[config.mk]
export PLATFORM = sky130hd
export DESIGN_NAME = exc_commit_seq
export DESIGN_NICKNAME = d
export VERILOG_FILES = /design/src/rtl/exc_commit_seq.sv
export SDC_FILE = /design/constraint.sdc
export NUM_CORES = 1
export LEC_CHECK = 0
export BUFFER_PORTS_ARGS = -buffer_cell sky130_fd_sc_hd__buf_2
export CORE_MARGIN = 10
export CORE_UTILIZATION = 49
export DETAILED_ROUTE_END_ITERATION = 10
export HOLD_SLACK_MARGIN = 0.15
export PLACE_DENSITY = 0.76
export SYNTH_ARGS = -nofsm -noshare
export SYNTH_HDL_FRONTEND = slang
export SYNTH_SLANG_ARGS = --single-unit
[constraint.sdc]
create_clock -name clk -period 2.61 [get_ports clk]
set_input_delay 0.522 -clock clk [delete_from_list [all_inputs] [get_ports clk]]
set_output_delay 0.522 -clock clk [all_outputs]
set_load 0.1 [all_outputs]
[src/rtl/exc_commit_seq.sv]
// Exception/ERET commit sequencer at the MEM->WB boundary.
// Arbitrates cause, drains the bus, writes CP0 and issues a flushing redirect.
module exc_commit_seq #(
   parameter logic [31:0] VEC_BASE  = 32'hBFC0_0380,
   parameter int          DRAIN_MAX = 15
) (
   input  logic        clk,
   input  logic        rst,
   input  logic        MEM_Valid,
   input  logic [31:0] MEM_PC,
   input  logic        MEM_InDelaySlot,
   input  logic [8:0]  MEM_ExcReq,
   input  logic        MEM_Eret,
   input  logic [31:0] MEM_BadVAddr,
   input  logic [31:0] CP0_EPC,
   input  logic        Mem_Outstanding,
   input  logic        Redirect_ready,
   output logic        Kill_MEM,
   output logic        Stall_all,
   output logic        Flush_all,
   output logic        CP0_WrEn,
   output logic        CP0_ExlClr,
   output logic [4:0]  CP0_ExcCode,
   output logic [31:0] CP0_EPC_out,
   output logic        CP0_BD,
   output logic        CP0_BadVAddrWr,
   output logic [31:0] CP0_BadVAddr,
   output logic        Redirect_valid,
   output logic [31:0] Redirect_PC,
   output logic        Busy
);

   typedef enum logic [1:0] {
      IDLE,
      DRAIN,
      COMMIT,
      REDIRECT
   } state_t;

   localparam logic [7:0] DRAIN_LAST = 8'(DRAIN_MAX - 1);

   state_t      state;
   logic [7:0]  cnt;
   logic [4:0]  code_q;
   logic [31:0] epc_q;
   logic        bd_q;
   logic        bva_wr_q;
   logic [31:0] bva_q;
   logic        eret_q;
   logic [31:0] tgt_q;

   logic        evt;
   logic        idle_evt;
   logic [4:0]  code_n;
   logic        bva_wr_n;
   logic [31:0] bva_n;

   assign evt      = MEM_Valid & ((|MEM_ExcReq) | MEM_Eret);
   assign idle_evt = ~rst & (state == IDLE) & evt;

   // Lowest set request bit wins; only address errors carry a BadVAddr.
   always_comb begin
      code_n   = 5'h00;
      bva_wr_n = 1'b0;
      bva_n    = 32'h0;
      if (MEM_ExcReq[0]) begin
         code_n = 5'h00;
      end else if (MEM_ExcReq[1]) begin
         code_n   = 5'h04;
         bva_wr_n = 1'b1;
         bva_n    = MEM_PC;
      end else if (MEM_ExcReq[2]) begin
         code_n = 5'h0a;
      end else if (MEM_ExcReq[3]) begin
         code_n = 5'h0c;
      end else if (MEM_ExcReq[4]) begin
         code_n = 5'h0d;
      end else if (MEM_ExcReq[5]) begin
         code_n = 5'h08;
      end else if (MEM_ExcReq[6]) begin
         code_n = 5'h09;
      end else if (MEM_ExcReq[7]) begin
         code_n   = 5'h04;
         bva_wr_n = 1'b1;
         bva_n    = MEM_BadVAddr;
      end else if (MEM_ExcReq[8]) begin
         code_n   = 5'h05;
         bva_wr_n = 1'b1;
         bva_n    = MEM_BadVAddr;
      end
   end

   always_ff @(posedge clk) begin
      if (rst) begin
         state    <= IDLE;
         cnt      <= 8'd0;
         code_q   <= 5'h00;
         epc_q    <= 32'h0;
         bd_q     <= 1'b0;
         bva_wr_q <= 1'b0;
         bva_q    <= 32'h0;
         eret_q   <= 1'b0;
         tgt_q    <= 32'h0;
      end else begin
         unique case (state)
            IDLE: begin
               if (evt) begin
                  state    <= DRAIN;
                  cnt      <= 8'd0;
                  code_q   <= code_n;
                  epc_q    <= MEM_InDelaySlot ? MEM_PC - 32'd4 : MEM_PC;
                  bd_q     <= MEM_InDelaySlot;
                  bva_wr_q <= bva_wr_n;
                  bva_q    <= bva_n;
                  eret_q   <= ~(|MEM_ExcReq);
               end
            end
            DRAIN: begin
               cnt <= cnt + 8'd1;
               if (!Mem_Outstanding || cnt >= DRAIN_LAST)
                  state <= COMMIT;
            end
            COMMIT: begin
               tgt_q <= eret_q ? CP0_EPC : VEC_BASE;
               state <= REDIRECT;
            end
            REDIRECT: begin
               if (Redirect_ready)
                  state <= IDLE;
            end
            default: state <= IDLE;
         endcase
      end
   end

   logic in_commit;
   assign in_commit = (state == COMMIT);

   assign Kill_MEM       = idle_evt;
   assign Busy           = (state != IDLE);
   assign Stall_all      = Busy | idle_evt;
   assign Flush_all      = in_commit | (state == REDIRECT);
   assign CP0_WrEn       = in_commit & ~eret_q;
   assign CP0_ExlClr     = in_commit & eret_q;
   assign CP0_ExcCode    = CP0_WrEn ? code_q : 5'h00;
   assign CP0_EPC_out    = CP0_WrEn ? epc_q : 32'h0;
   assign CP0_BD         = CP0_WrEn & bd_q;
   assign CP0_BadVAddrWr = CP0_WrEn & bva_wr_q;
   assign CP0_BadVAddr   = CP0_BadVAddrWr ? bva_q : 32'h0;
   assign Redirect_valid = (state == REDIRECT);
   assign Redirect_PC    = Redirect_valid ? tgt_q : 32'h0;

endmodule

; Word level (Yosys, flattened, before mapping)
; Cells that the tools add are included.
[totals]
regBits = 114
input_bits = 112
out_inout_bits = 110
elab_cells = 79
[op_classes]
add_sub_neg = 2
n_lt_le_gt_ge = 1
eq_ne = 6
mux = 39
n_bitwise = 13
n_reduce_logical = 9
[op_table]
columns = operator, n
row1 = 2-to-1 mux 32 bit, 14
row2 = subtractor 32 x 3 -> 32 bit (second input constant), 1
row3 = 2-to-1 mux 4 bit, 7
row4 = one-hot mux 8 bit (2 select lines), 1
row5 = 2-to-1 mux 1 bit, 9
row6 = OR reduction 9 bit, 1
row7 = adder 8 x 1 -> 8 bit (second input constant), 1
row8 = greater-or-equal comparator 8 x 4 -> 1 bit (second input constant), 1
row9 = 2-to-1 mux 8 bit, 1
row10 = one-hot mux 2 bit (4 select lines), 1
row11 = AND 1 bit, 7
row12 = 2-to-1 mux 2 bit, 3
row13 = 2-to-1 mux 3 bit, 2
row14 = inequality test 2 bit (second input constant), 3
row15 = 2-to-1 mux 5 bit, 1
row16 = equality test 2 bit (second input constant), 2
row17 = AND reduction 2 bit, 2
row18 = nonzero test 2 bit, 2
row19 = NOT 1 bit, 3
row20 = OR 1 bit, 3
row21 = AND reduction 3 bit, 1
row22 = equality test 2 x 1 -> 1 bit (second input constant), 1
row23 = zero test 2 bit, 1
row24 = zero test 1 bit, 1
row25 = logical OR 1 bit, 1

; Logic depth before layout (Yosys ltp)
[logic_depth]
word_depth = 9
mapped_depth = 8
ltp_nobuf = 7

; Worst setup path before layout
; Ideal clock, no wire load.
[synth_path]
path_type = in2out
startpoint = in MEM_ExcReq[1]
endpoint = out Stall_all
arrival_time_ns = 3.495
required_ns = 2.088
path_slack_ns = -1.407
cell_stages = 6
path_buffers = 3
path_cell_list = buf_2 -> nor4_4 -> a31o_2 -> buf_2 -> buf_1 -> o21ai_0
[synth_between]
elab_chain_len = 5
[synth_lines]
columns = element, line_no
row1 = start: declaration, 12  ; input logic [8:0] MEM_ExcReq,
row2 = OR reduction 9 bit, 58  ; assign evt = MEM_Valid & ((|MEM_ExcReq) | MEM_Eret);
row3 = OR 1 bit, 58
row4 = AND 1 bit, 58
row5 = AND 1 bit, 59  ; assign idle_evt = ~rst & (state == IDLE) & evt;
row6 = OR 1 bit, 141  ; assign Stall_all = Busy | idle_evt;
row7 = end: declaration, 19  ; output logic Stall_all,
; No other way between the ends.

; Worst setup path in the final report
[layout_path]
startpoint = reg state[0]
endpoint = out CP0_BadVAddr[17]
[layout_between]
elab_chain_len = 4
[layout_lines]
columns = element, line_no
row1 = start: declaration, 42  ; state_t state;
row2 = start signal: assignment, 95  ; state <= IDLE;
row3 = start signal: assignment, 108  ; state <= DRAIN;
row4 = start signal: assignment, 121  ; state <= COMMIT;
row5 = equality test 2 bit, 137  ; assign in_commit = (state == COMMIT);
row6 = AND 1 bit, 143  ; assign CP0_WrEn = in_commit & ~eret_q;
row7 = AND 1 bit, 148  ; assign CP0_BadVAddrWr = CP0_WrEn & bva_wr_q;
row8 = 2-to-1 mux 32 bit, 149  ; assign CP0_BadVAddr = CP0_BadVAddrWr ? bva_q : 32'h0;
row9 = end: declaration, 27  ; output logic [31:0] CP0_BadVAddr,
; No other way between the ends.

==> flow_summary_export.csv <==
group,metric,value,unit
global_routing,grt_pass1_wl,31.0,mm
synth,netlist_top_cells_area,"dfxtp_1 (39%), and2_1 (7.7%), nor2_1 (7.5%), a221oi_1 (4.4%), and3_1 (3.5%)",
clock_network,clkTransAtPathRegs,0.06,ns
synth,ys_ff_latch,113,
power,power.density,829,mW/mm^2
setup_path,startpoint_type,"flip-flop",
setup_path,critical_path_peak_fanout,40,
synth,syn_area_per_cell,8.08,um^2
synth,synth_top_cell_area_share,0.392,
power,p_seq_frac,0.303,
setup_path,r2r_slack,0.68,ns
sta,fin_crit,2.51,ns
synth,netlist_instances,714,
sta,slew_viol_final,0,
power,p_int,4440,uW
floorplanning,die_width,129,um
detailed_routing,ant_nets,0,
power,p_total,7330,uW
placed_design,gp_congestion,0.868,
worst_hold_path,min_path_type,"in -> reg",
setup_path,slowest_stage,"dfxtp_1",
finish,antenna_cells,0,
synth,synth.most_common_cell,"nor2_1",
setup_path,reg2reg_from,"state[0]$_SDFFE_PP0P_",
setup_path,crit_buf_inv,4,
job,max_cap_violations,0,
detailed_routing,dr.pass1.iters,5,
sta,finClkSkew,0.00944,ns
global_routing,grt_pass1_vias,6006,
power,p_leak,0.00378,uW
setup_path,worstSetupPathType,"reg -> out",
power,p_clk_frac,0.311,
clock_network,cts_buffers,17,
placed_design,port_buffers,220,
synth,synth-adder-area-share,0.0173,
setup_path,r2r_end,"cnt[3]$_SDFFE_PP0P_",
floorplanning,chipHeight,129,um
setup_path,required,2.09,ns
finish,syn_to_final_growth,53.3,%
power,combPwrFrac,0.386,
power,ir_drop,784,uV
placed_design,dp_hpwl,14.4,mm
sta,tightest_slew,0.688,ns
floorplanning,dieArea,0.0165,mm^2
floorplanning,placementRows,39,
setup_path,crit_top_cell,"buf_12",
setup_path,end_kind,"primary output",
detailed_routing,vias_per_cell,5.58,
global_routing,grt.total_usage,0.229,
power,p_sw,2890,uW
synth,yosysWarnings,0,
clock_network,clk_latency,0.41,ns
global_routing,grt-ovfl-total,0,
sta,rsz0062_at_grt,"no",
synth,ys_seq_area_frac,0.392,
worst_hold_path,min_path_cells,3,
clock_network,cts.path.max_buffers,2,
setup_path,crit_path_max_incr_delay,0.33,ns
synth,synth_area,0.00577,mm^2
global_routing,antenna_found_initial,2,
finish,layout-drive-gt1-share,0.395,
sta,fin_crit_sh,0.962,
finish,final_net_count,1038,
sta,setup_viol,0,
floorplanning,ios,222,
detailed_routing,vias,5998,
synth,ys.flop_type,"dfxtp_1",
sta,slew_headroom,0.541,
setup_path,critical_path_arrival,1.99,ns
clock_network,cts_tree,"done",
synth,yosysUniqueCellTypes,48,
outcome,outcome,"completed",
floorplanning,core,0.0115,mm^2
synth,synth.net_count,834,
synth,synth_simple_gate_area_share,0.334,
detailed_routing,first_iter_violations,389,
clock_network,cts_sinks,113,
detailed_routing,wl_per_cell,18.2,um
worst_hold_path,hold_path_end,"tgt_q[4]$_SDFFE_PP0P_",
synth,yosys.area.top_type,"dfxtp_1",
synth,netlist_top_cells_count,"nor2_1 (116), dfxtp_1 (113), and2_1 (71), clkbuf_1 (47), nor3_1 (40)",
power,p_sw_frac,0.394,
synth,async_reset_ff_frac,0,
setup_path,path_cells,"inv_1, ha_1, nor2b_4, buf_12, buf_12, and3_2, buf_12",
finish,fin_util,0.771,
synth,synth_top_family_by_area,"simple AND/OR/NAND/NOR gates",
clock_network,clk_root_buffer_cell,"clkbuf_16",
clock_network,htree_levels,4,
setup_path,rr_worst_depth,7,
synth,synth_compound_area_frac,0.155,
sta,max_freq,398,MHz
global_routing,grt_max_degree,75,
synth,synth-xor-area-share,0.0455,
synth,synth-edff-count,0,
floorplanning,initial_utilization,0.503,
worst_hold_path,hold_path.startpoint,"CP0_EPC[4]",
setup_path,critPathTopFamily,"buffers and inverters",
synth,synthMuxAreaShare,0.00694,
sta,hold_viol,0,
detailed_routing,wl,19.6,mm
detailed_routing,drc,0,
-- logic make-up after synthesis --
| family | after synthesis |
|---|---|
| and+or+nand+nor | 361 |
| AOI/OAI and AO/OA | 127 |
| DFF | 113 |
| buffers and inverters | 70 |
| xor gates and xnor gates | 30 |
| adders and majority gates | 8 |
| muxes | 4 |
| other | 1 |
-- flip-flops by register name, indices dropped and copies added, names as in the netlist --
register,flops
state,2
code_q,4
tgt_q,32
bva_wr_q,1
eret_q,1
bva_q,32
cnt,8
bd_q,1
epc_q,32
-- tightest hold or removal path: stages --
cell and delay (ns):
buf_2 0.07, a21oi_1 0.05, nor2_1 0.07
-- repair_timing --
| item | 4_1_cts | 5_1_grt |
|---|---|---|
| hold buffers | 0 | 0 |
| gates resized for setup | 3 | 2 |
| endpoints found under the setup margin | 3 | 40 |
| buffers inserted | 0 | 2 |
-- placed cells by master (no fill, tap or decap), drive strengths merged, types with 10 or more instances in the layout --
| cell | count |
|---|---|
| a211oi | 26 |
| a21oi | 36 |
| a221oi | 29 |
| and2 | 71 |
| and3 | 32 |
| buf | 244 |
| clkbuf | 18 |
| dfxtp | 113 |
| inv | 16 |
| nand2 | 31 |
| nand3 | 10 |
| nand4 | 12 |
| nor2 | 116 |
| nor2b | 23 |
| nor3 | 42 |
| o22ai | 12 |
| xnor2 | 12 |
| xor2 | 18 |
-- per-stage QoR --
step	hold WS, ns	TNS, ns	worst slack (ns)	std cells	instance area, um^2
finish	0.340	0	0.0995	1074	8840
global route	0.350	0	0.000921	1074	8840
CTS	0.337	0	0.0476	1072	8810
detailed placement	0.441	0	0.294	1040	8220
global placement	0.434	0	0.337	1040	8220
floorplan	0.416	-0.127	-0.127	714	5870
-- worst max-delay path by stage --
stage / depth (start not counted) / slack, ns / end / startpoint
finish: 7 / 0.1 / CP0_BadVAddr[17] / state[0]$_SDFFE_PP0P_
detailed placement: 7 / 0.29 / epc_q[25]$_SDFFE_PP0P_ / MEM_PC[16]
CTS: 6 / 0.05 / CP0_BadVAddr[17] / state[0]$_SDFFE_PP0P_
global route: 7 / 0.0009 / CP0_BadVAddr[3] / state[0]$_SDFFE_PP0P_
floorplan: 6 / -0.13 / Stall_all / MEM_ExcReq[1]
global placement: 7 / 0.34 / epc_q[25]$_SDFFE_PP0P_ / MEM_PC[16]
-- power groups by stage --
stage,logic [uW],registers [uW],clock network (uW)
final,2830,2220,2280
after global routing,3060,2260,2390
after CTS,2790,2220,2290
after detailed placement,2760,2250,0
after global placement,2730,2240,0
after floorplan,1950,2210,0
-- metal layers --
metal  GRT usage  wire (um)
met5           0          7
met4      0.0819        465
met3      0.0982       1910
met2       0.392       9810
met1       0.248       7400
-- cell type report --
type | count | area (um^2)
Tap cell | 143 | 179
Inverter | 11 | 41.3
Multi-Input combinational cell | 531 | 3350
Clock buffer | 18 | 429
Fill cell | 815 | 2620
Timing Repair Buffer | 244 | 2430
Sequential cell | 113 | 2260
Clock inverter | 14 | 155
(Power assumes the default switching activity.)
